**src/rtl/cordic_sqrt_pkg.sv**
```systemverilog
// Shared constants, shift schedule and FSM encoding for the folded hyperbolic CORDIC square-root unit.
package cordic_sqrt_pkg;

    localparam int SYM_WIDTH_DEF = 1;
    localparam int INT_WIDTH_DEF = 1;
    localparam int DEC_WIDTH_DEF = 14;
    localparam int ITERS_DEF     = 14;
    localparam int INV_KH_Q14    = 19784;

    typedef enum logic [1:0] {
        IDLE,
        ITER,
        COMP,
        DONE
    } state_t;

    function automatic int calc_width(input int sym_w, input int int_w, input int dec_w);
        return sym_w + int_w + dec_w;
    endfunction

    // Shifts 4 and 13 are repeated so the hyperbolic iteration converges.
    function automatic int num_passes(input int iters);
        return iters + ((iters >= 4) ? 1 : 0) + ((iters >= 13) ? 1 : 0);
    endfunction

    function automatic int sched(input int idx, input int iters);
        int pos;
        int res;
        pos = 0;
        res = 1;
        for (int k = 1; k <= iters; k++) begin
            if (pos == idx) res = k;
            pos++;
            if (k == 4 || k == 13) begin
                if (pos == idx) res = k;
                pos++;
            end
        end
        return res;
    endfunction

    function automatic int a_min(input int dec_w);
        return 1 << (dec_w - 6);
    endfunction

    function automatic int a_max(input int dec_w);
        return 7 << (dec_w - 2);
    endfunction

    function automatic int inv_kh(input int dec_w);
        return (dec_w >= 14) ? (INV_KH_Q14 << (dec_w - 14)) : (INV_KH_Q14 >> (14 - dec_w));
    endfunction

    localparam int W_DEF = calc_width(SYM_WIDTH_DEF, INT_WIDTH_DEF, DEC_WIDTH_DEF);
    localparam int P_DEF = num_passes(ITERS_DEF);

endpackage

```
**src/rtl/cordic_sqrt_seq_step.sv**
```systemverilog
// One hyperbolic-vectoring shift-add stage with a runtime shift amount; purely combinational.
module cordic_hyp_step #(
    parameter int W  = 16,
    parameter int SW = 4
) (
    input  logic signed [W-1:0] x_in,
    input  logic signed [W-1:0] y_in,
    input  logic        [SW-1:0] shift,
    output logic signed [W-1:0] x_out,
    output logic signed [W-1:0] y_out
);

    logic signed [W-1:0] x_sh;
    logic signed [W-1:0] y_sh;
    logic                d_neg;

    always_comb begin
        x_sh  = x_in >>> shift;
        y_sh  = y_in >>> shift;
        // Matching signs mean y is still pulling away from zero in the x direction.
        d_neg = (x_in[W-1] == y_in[W-1]);
        x_out = d_neg ? (x_in - y_sh) : (x_in + y_sh);
        y_out = d_neg ? (y_in - x_sh) : (y_in + x_sh);
    end

endmodule

```
**src/rtl/cordic_sqrt_seq.sv**
```systemverilog
// Folded CORDIC square root: one shift-add stage reused over P passes under a small FSM.
// Define CORDIC_SQRT_GAIN_COMP_EN to add a COMP state that removes the hyperbolic gain.
module cordic_sqrt_seq
    import cordic_sqrt_pkg::*;
#(
    parameter int SYM_WIDTH = SYM_WIDTH_DEF,
    parameter int INT_WIDTH = INT_WIDTH_DEF,
    parameter int DEC_WIDTH = DEC_WIDTH_DEF,
    parameter int ITERS     = ITERS_DEF,
    localparam int W        = calc_width(SYM_WIDTH, INT_WIDTH, DEC_WIDTH)
) (
    input  logic         clk,
    input  logic         rst_n,
    input  logic         in_valid,
    output logic         in_ready,
    input  logic [W-1:0] in_data,
    output logic         out_valid,
    input  logic         out_ready,
    output logic [W-1:0] out_data,
    output logic         out_err,
    output logic         busy
);

    localparam int P  = num_passes(ITERS);
    localparam int CW = $clog2(P + 1);
    localparam int SW = $clog2(ITERS + 1);
    localparam logic signed [W-1:0] A_MIN   = W'(a_min(DEC_WIDTH));
    localparam logic signed [W-1:0] A_MAX   = W'(a_max(DEC_WIDTH));
    localparam logic signed [W-1:0] QUARTER = W'(1 << (DEC_WIDTH - 2));
    localparam logic [CW-1:0]       LAST    = CW'(P - 1);

    state_t              state_q, state_d;
    logic [CW-1:0]       cnt_q, cnt_d;
    logic signed [W-1:0] x_q, x_d, y_q, y_d;
    logic [W-1:0]        out_data_q, out_data_d;
    logic                out_err_q, out_err_d;

    logic signed [W-1:0] a_s;
    logic signed [W-1:0] x_step, y_step;
    logic [SW-1:0]       shift;
    logic                in_range;

    assign a_s      = in_data;
    assign in_range = (a_s >= A_MIN) && (a_s <= A_MAX);
    assign shift    = SW'(sched(int'(cnt_q), ITERS));

    cordic_hyp_step #(
        .W  (W),
        .SW (SW)
    ) u_step (
        .x_in  (x_q),
        .y_in  (y_q),
        .shift (shift),
        .x_out (x_step),
        .y_out (y_step)
    );

`ifdef CORDIC_SQRT_GAIN_COMP_EN
    localparam logic signed [W-1:0]   INV_KH  = W'(inv_kh(DEC_WIDTH));
    localparam logic signed [2*W-1:0] MAX_POS = {{(W+1){1'b0}}, {(W-1){1'b1}}};

    logic signed [2*W-1:0] prod;
    logic signed [2*W-1:0] prod_sh;
    logic [W-1:0]          comp_val;

    always_comb begin
        prod     = x_q * INV_KH;
        prod_sh  = prod >>> DEC_WIDTH;
        comp_val = (prod_sh > MAX_POS) ? MAX_POS[W-1:0] : prod_sh[W-1:0];
    end
`endif

    always_comb begin
        state_d    = state_q;
        cnt_d      = cnt_q;
        x_d        = x_q;
        y_d        = y_q;
        out_data_d = out_data_q;
        out_err_d  = out_err_q;
        case (state_q)
            IDLE: begin
                if (in_valid) begin
                    if (in_range) begin
                        // x^2 - y^2 = a, so the vectoring magnitude is sqrt(a).
                        x_d     = a_s + QUARTER;
                        y_d     = a_s - QUARTER;
                        cnt_d   = '0;
                        state_d = ITER;
                    end else begin
                        out_err_d  = 1'b1;
                        out_data_d = '0;
                        state_d    = DONE;
                    end
                end
            end
            ITER: begin
                x_d   = x_step;
                y_d   = y_step;
                cnt_d = cnt_q + CW'(1);
                if (cnt_q == LAST) begin
`ifdef CORDIC_SQRT_GAIN_COMP_EN
                    state_d = COMP;
`else
                    out_data_d = x_step;
                    state_d    = DONE;
`endif
                end
            end
`ifdef CORDIC_SQRT_GAIN_COMP_EN
            COMP: begin
                out_data_d = comp_val;
                state_d    = DONE;
            end
`endif
            DONE: begin
                if (out_ready) begin
                    out_err_d = 1'b0;
                    state_d   = IDLE;
                end
            end
            default: state_d = IDLE;
        endcase
    end

    always_ff @(posedge clk) begin
        if (!rst_n) begin
            state_q    <= IDLE;
            cnt_q      <= '0;
            x_q        <= '0;
            y_q        <= '0;
            out_data_q <= '0;
            out_err_q  <= 1'b0;
        end else begin
            state_q    <= state_d;
            cnt_q      <= cnt_d;
            x_q        <= x_d;
            y_q        <= y_d;
            out_data_q <= out_data_d;
            out_err_q  <= out_err_d;
        end
    end

    assign in_ready  = (state_q == IDLE);
    assign busy      = (state_q != IDLE);
    assign out_valid = (state_q == DONE);
    assign out_data  = out_data_q;
    assign out_err   = out_err_q;

endmodule

```
**config.mk**
```make
export PLATFORM = sky130hd
export DESIGN_NAME = cordic_sqrt_seq
export DESIGN_NICKNAME = d
export VERILOG_FILES = /design/src/rtl/cordic_sqrt_pkg.sv /design/src/rtl/cordic_sqrt_seq_step.sv /design/src/rtl/cordic_sqrt_seq.sv
export SDC_FILE = /design/constraint.sdc
export NUM_CORES = 1
export LEC_CHECK = 0
export ABC_AREA = 1
export CAP_MARGIN = 25
export CELL_PAD_IN_SITES_DETAIL_PLACEMENT = 0
export CELL_PAD_IN_SITES_GLOBAL_PLACEMENT = 2
export CORE_ASPECT_RATIO = 1.25
export CORE_MARGIN = 1
export CORE_UTILIZATION = 29
export DETAILED_ROUTE_END_ITERATION = 10
export GPL_TIMING_DRIVEN = 0
export PLACE_DENSITY_LB_ADDON = 0.1
export RECOVER_POWER = 100
export SETUP_SLACK_MARGIN = 0.5
export SYNTH_ARGS = -nofsm -noshare
export SYNTH_HDL_FRONTEND = slang
export SYNTH_HIERARCHICAL = 1
export SYNTH_SLANG_ARGS = --single-unit
```
**constraint.sdc**
```tcl
create_clock -name clk -period 4 [get_ports clk]
set_input_delay 1 -clock clk [delete_from_list [all_inputs] [get_ports clk]]
set_output_delay 1 -clock clk [all_outputs]
set_load 0.005 [all_outputs]
```
==> summary.txt, run 1 <==
Run status
  – Outcome: complete, but fails checks
  – Violated checks: negative setup slack

Critical path
  – Max stage delay cell, worst path: dfxtp_4
  – Critical path class: reg2reg
  – Worst endpoint required time: roughly 4200 ps
  – R2R Setup Slk: -670 ps
  – Max FO, Critical Path: 6
  – CP startpoint kind: register
  – CP arrival: about 5000 ps
  – Critical Path End Type: register
  – Critical path's largest stage delay: 400 ps

Place
  – Placed Instance Area: slightly above 7000 um^2
  – DPL Wire Length: a little over 20000 um
  – Setup WS pre-CTS: -1070 ps
  – Port Buf Inserts: 38
  – Final GP Congestion: 0.847

Synthesis
  – Post-Syn Nets: about 1200
  – Syn. warnings: 6
  – Simple-gate share of the synthesized area: 47.8%
  – Mux cell area share after synthesis: 0%
  – Top_reg_cell synth: dfxtp_1
  – Complex-gate fraction of the synthesized area: 11.1%
  – Register area share after synthesis: 17.7%
  – Post-synthesis cell count: 1121
  – Area contributors post-synth: nand2_1 24%, dfxtp_1 18%, nand3_1 14%
  – Post-synth top area share: a little under a quarter
  – Post-Synth XOR/XNOR Area: between 5 and 6%
  – Ys async rst share: 0%
  – Adder-cell area share of the yosys netlist: between 8 and 9%
  – Area leader, netlist: nand2_1
  – Synth unique cells: 41
  – Synth Area per Inst: between 5 and 6 um^2
  – Post-synthesis register bit count: 56
  – Mapped Area: between 6000 and 7000 um^2
  – Number of flops mapped to enable cells by yosys: 0
  – Largest family of logic cells by synthesized area: simple AND/OR/NAND/NOR gates

STA
  – Slew @ Worst Pin: 882 ps
  – Final hold violation count: 0
  – Fmax: ~210 MHz
  – Worst Skew: roughly 11 ps
  – Final critical-path share of the clock period: 117%
  – Max-slew violations: 0
  – Final min period: 4670 ps
  – Smallest setup slack after layout: -666 ps
  – Slew headroom: approximately two fifths
  – Setup violations, final: 38
  – RSZ-0062 raised after global routing: true

Routing
  – Routed vias/inst: 5.02
  – DR pass1 iterations: 5
  – Iter 0 DRT Violations: ~420
  – Antenna-violating nets left: 0
  – Routed wire length: approximately 27000 um
  – Detailed-route DRC error count: 0
  – Via count: 7797
  – DR WL/cell: ~18 um

Clock tree
  – Clock-pin slew on the worst setup and hold paths: ~80 ps
  – CTS tree: done
  – TritonCTS Buffers: 5
  – CTS H-tree lvls: 2
  – Clock Path Buffers: 2
  – CTS root buf: clkbuf_16
  – Hold buffers post-CTS: 0
  – Sinks on Clock Net: between 50 and 60
  – Clk_lat worst skew: 300 ps

Global route
  – Most Crowded Layer GR: met2
  – GR Util met3: under 10%
  – GR Util met1: between 30 and 40%
  – Largest net degree at the start of global routing: 19
  – Global Route met2 Usage: a little over two fifths
  – Total GRT Usage: roughly a quarter
  – First-pass GRT wire length: 42400 um
  – Initial antenna violation count: 0
  – GRT overflow: 0
  – Vias in the first global route: 7729

Floorplanning
  – Initial Utilization: 29.6%
  – Die height: around 170 um
  – Core Rows: 60
  – Core Area: 21500 um^2
  – Die W: between 100 and 150 um
  – IO Count: 40
  – Overall die area: between 20000 and 25000 um^2

Flow run
  – Maxcap violations: 0

Cells and area
  – Filler Cell Count: 2315
  – ANT cells: 0
  – Share of layout cells above drive strength 1: 38.2%
  – Area grow syn2layout: 59.7%
  – Final core utilization: a little under half
  – Multi-input logic area: around 6500 um^2
  – Final design area excluding fillers: 10100 um^2
  – Net count reported at finish: between 1000 and 1500
  – Reg area: approximately 1100 um^2

Power
  – Pwr dens: just under 900 nW/um^2
  – Maximum vdd drop: between 0.0006 and 0.0007 V
  – Leakage: around 0.0046 uW

Min path
  – Hold crit path type: reg2reg
-- what timing repair did --
action	CTS	global route
gates resized for setup	277	142
setup endpoints to repair	45	46
setup buffers	78	24
pin swaps	131	84
gates cloned	4	0
-- layer usage --
metal / part of all wire (%) / up-vias
met5: 0 / -
met1: 45 / 3639
met2: 49 / 168
met4: 3.1 / 0
li1: - / 3946
met3: 2.7 / 44
-- Yosys cell counts, types with 11 or more instances --
cell type	instances
xor2_1	26
dfxtp_1	56
ha_1	40
inv_1	68
nor2_1	110
buf_2	23
o21ai_0	46
clkbuf_1	15
nand3_1	179
inv_2	11
xnor2_1	14
a21oi_1	53
nand2_1	400
-- final cells by class --
class	instances	area share (%)
Buffer	52	3.76
Clock inverter	3	0.210
Multi-Input combinational cell	932	64.2
Clock buffer	5	1.23
Inverter	81	3.15
Timing Repair Buffer	144	12.8
Sequential cell	56	11.1
Tap cell	279	3.44
-- worst max-delay path: cells and delay by family, from the launching register on --
family / cells / cell delay, ps
buffers and inverters: 7 / 690
xor gates and xnor gates: 2 / 490
and+or+nand+nor: 25 / 1810
adders and majority gates: 3 / 670
DFF: 1 / 400
AOI/OAI and AO/OA: 4 / 540
-- metrics by stage --
| step | instances | total power (uW) | TNS, ps | hold slack [ps] |
|---|---|---|---|---|
| 4_1_cts | 1528 | 7700 | -11980 | 471 |
| 2_1_floorplan | 1121 | 3960 | -270 | 455 |
| 3_5_place_dp | 1438 | 5290 | -28490 | 454 |
| 5_1_grt | 1552 | 9600 | -29970 | 484 |
| 6_report | 1552 | 8940 | -15700 | 466 |
| 3_3_place_gp | 1438 | 5330 | -30470 | 453 |
-- cells by family after synthesis --
kind of cell,Yosys count
and+or+nand+nor,721
buffers and inverters,133
AOI/OAI and AO/OA,129
DFF,56
adders and majority gates,42
xor gates and xnor gates,40
-- cells in the final DEF, fill, tap and decap left out, drive strengths merged, types with 4 or more instances in the layout --
master,instances
a21oi,53
a31oi,4
buf,142
clkbuf,21
clkdlybuf4s50,18
dfxtp,56
dlygate4sd3,20
ha,40
inv,80
nand2,402
nand3,181
nor2,117
nor3,10
o21ai,57
xnor2,14
xor2,26
-- power by group --
part	internal [uW]	switching [uW]	leakage (uW)	total, uW
registers	682	220	0.000462	902
logic	3470	4110	0.00409	7590
clock network	234	217	0.0000702	451
total	4390	4550	0.00463	8940
-- state kept, by name, indices dropped and copies added (netlist names) --
register	count
y_q	16
cnt_q	5
x_q	16
out_data	16
out_err	1
state_q	2
-- worst paths after layout --
kind | endpoint | depth (start not counted) | from
setup / recovery | out_data[12]$_SDFFE_PN0P_ | 41 | cnt_q[0]$_SDFFE_PN0P_
hold / removal | out_data[8]$_SDFFE_PN0P_ | 2 | out_data[8]$_SDFFE_PN0P_
setup reg to reg | out_data[12]$_SDFFE_PN0P_ | 41 | cnt_q[0]$_SDFFE_PN0P_
hold reg to reg | out_data[8]$_SDFFE_PN0P_ | 2 | out_data[8]$_SDFFE_PN0P_
Note: power is estimated with default switching activity, not from simulation.
==> run 2: changes to the inputs <==
--- a/config.mk
+++ b/config.mk
@@ -9,7 +9,6 @@
 export CAP_MARGIN = 25
 export CELL_PAD_IN_SITES_DETAIL_PLACEMENT = 0
 export CELL_PAD_IN_SITES_GLOBAL_PLACEMENT = 2
-export CORE_ASPECT_RATIO = 1.25
 export CORE_MARGIN = 1
 export CORE_UTILIZATION = 29
 export DETAILED_ROUTE_END_ITERATION = 10
==> run 2 against run 1 <==
  * Hold slack lost 6.8 ps
  * Die area is essentially flat
  * Final cell count is 1.8% lower
  * Clock skew fell by 2.6 ps
  * The flow still finishes with violations (negative setup slack)
  * Combinational power increased by 0.5%
  * Sequential cell count is the same
  * Wire length about the same
==> summary.txt, run 2 (synthesized netlist as in run 1, its figures left out) <==
Power
  – Maximum vdd drop: slightly above 0.0006 V
  – Total power: 9000 uW
  – Pwr dens: about 900 nW/um^2
  – Leakage: 0.00452 uW

Critical path
  – Max stage delay cell, worst path: dfxtp_4
  – CP Depth: 42
  – CP arrival: ~4900 ps
  – Worst endpoint required time: ~4200 ps
  – Cell mode on critical path: nand2_2
  – Top delay family on crit path: simple AND/OR/NAND/NOR gates
  – Critical path's largest stage delay: roughly 400 ps
  – Critical path class: reg2reg
  – R2r endpoint: x_q[15]$_SDFFE_PN0P_
  – Buf/Inv on CP: 6
  – R2R depth: 42
  – CP startpoint kind: register
  – Reg2reg start: cnt_q[0]$_SDFFE_PN0P_
  – Setup crit start: cnt_q[0]$_SDFFE_PN0P_
  – Critical Path End Type: register
  – R2R Setup Slk: -650 ps
  – Max FO, Critical Path: 6

Cells and area
  – ANT cells: 0
  – Area grow syn2layout: 57.3%
  – Net count reported at finish: about 1300
  – Most frequent cells in the layout: 307 x nand2_1, 107 x nand3_1, 95 x nor2_1
  – Share of layout cells above drive strength 1: ~37%
  – Final std cells w/o fill: 1524
  – Commonest non-fill, non-tap cell in the layout: nand2_1

Clock tree
  – Clock-pin slew on the worst setup and hold paths: approximately 80 ps
  – Clock Path Buffers: 2
  – CTS H-tree lvls: 2
  – CTS root buf: clkbuf_16
  – CTS tree: done
  – Hold buffers post-CTS: 0
  – TritonCTS Buffers: 5
  – Clk_lat worst skew: approximately 310 ps
  – Sinks on Clock Net: 56

Floorplanning
  – Core Area: between 20000 and 25000 um^2
  – Die W: ~150 um
  – Core Rows: 53
  – Initial Utilization: 29.9%
  – IO Count: 40
  – Die height: between 100 and 150 um
  – Overall die area: approximately 22000 um^2

Routing
  – Met2 WL: about 12000 um
  – DR pass1 iterations: 5
  – Met1 WL: approximately 13000 um
  – Routed wire length: around 27000 um
  – Met3 routed WL: about 1200 um
  – Via count: approximately 7800
  – Top Layer Used: met4
  – DR WL/cell: approximately 18 um
  – Detailed-route DRC error count: 0
  – Antenna-violating nets left: 0
  – Iter 0 DRT Violations: between 400 and 500
  – Routed vias/inst: 5.09

STA
  – Final min period: roughly 4600 ps
  – Fmax: about 220 MHz
  – Setup violations, final: 37
  – Max-slew violations: 0
  – Smallest setup slack after layout: -648 ps
  – Worst Skew: about 8.0 ps
  – Slew @ Worst Pin: 914 ps
  – Final critical-path share of the clock period: 116%
  – Setup TNS Final: -15550 ps
  – Final hold violation count: 0
  – Final hold slack: roughly 460 ps
  – Slew headroom: around two fifths
  – RSZ-0062 raised after global routing: true

Flow run
  – Maxcap violations: 0

Global route
  – First-pass GRT wire length: 41800 um
  – Total GRT Usage: 24.4%
  – GRT overflow: 0
  – Vias in the first global route: approximately 7600
  – Initial antenna violation count: 0
  – Largest net degree at the start of global routing: 19

Min path
  – Hold path depth: 2
  – Min-delay src: out_data[11]$_SDFFE_PN0P_
  – Hold crit path type: reg2reg
  – Hold-critical path endpoint: out_data[11]$_SDFFE_PN0P_

Run status
  – Outcome: complete, but fails checks
  – Violated checks: negative setup slack

Place
  – Setup WS pre-CTS: -1060 ps
  – Port Buf Inserts: 38
  – Final GP Congestion: between 0.8 and 0.9
  – DPL Wire Length: between 20000 and 25000 um
  – Placed cells: between 1000 and 1500
[run 2: cell types whose count changed in the layout (fill, tap and decap cells not counted), moves of 4 or more]
cell,previous run,this run
nand3_2,54,65
buf_4,91,67
o21ai_2,15,19
nand3_1,116,107
nand2_1,297,307
nand2_2,83,77
o21ai_1,29,25
[run 2: per-layer routing]
layer	GRT usage [%]	up-vias
met5	0	-
met4	7.93	0
met3	3.29	42
met2	39.4	177
met1	33.2	3644
li1	-	3891
[run 2: final cells by class]
cell class | instances | area [um^2]
well taps | 275 | 344
clock inverters | 3 | 22.5
inverters | 81 | 317
repair buffers | 120 | 1080
flip-flops and latches | 56 | 1130
fillers | 2247 | 11200
clock buffers | 5 | 125
multi-input cells | 932 | 6570
plain buffers | 52 | 399
[run 2: where the power goes]
part	switching [uW]	internal, uW
sequential	218	682
combinational	4160	3480
clock	232	236
[run 2: tightest hold or removal path: stages, from the launching register on]
cell and delay (ps):
dfxtp_1 310, nand2_1 60, a21oi_1 50
[run 2: how the worst max path moves through the flow]
| stage | end | slack (ps) |
|---|---|---|
| after CTS | x_q[13]$_SDFFE_PN0P_ | -500 |
| after floorplan | out_data[15]$_SDFFE_PN0P_ | -70 |
| after detailed placement | y_q[15]$_SDFFE_PN0P_ | -1060 |
| after global placement | y_q[15]$_SDFFE_PN0P_ | -1090 |
| after global routing | x_q[12]$_SDFFE_PN0P_ | -960 |
| final | x_q[15]$_SDFFE_PN0P_ | -650 |
[run 2: metrics by stage]
stage	utilization, %	area [um^2]
2_1_floorplan	-	6540
3_3_place_gp	34.2	7260
3_5_place_dp	34.2	7260
6_report	47.1	9990
4_1_cts	42.2	8950
5_1_grt	47.1	9990
[run 2: repair_timing]
item,CTS,global route
cloned,4,0
setup endpoints to repair,45,45
pin swaps,114,112
setup buffers,41,37
gates resized for setup,258,164
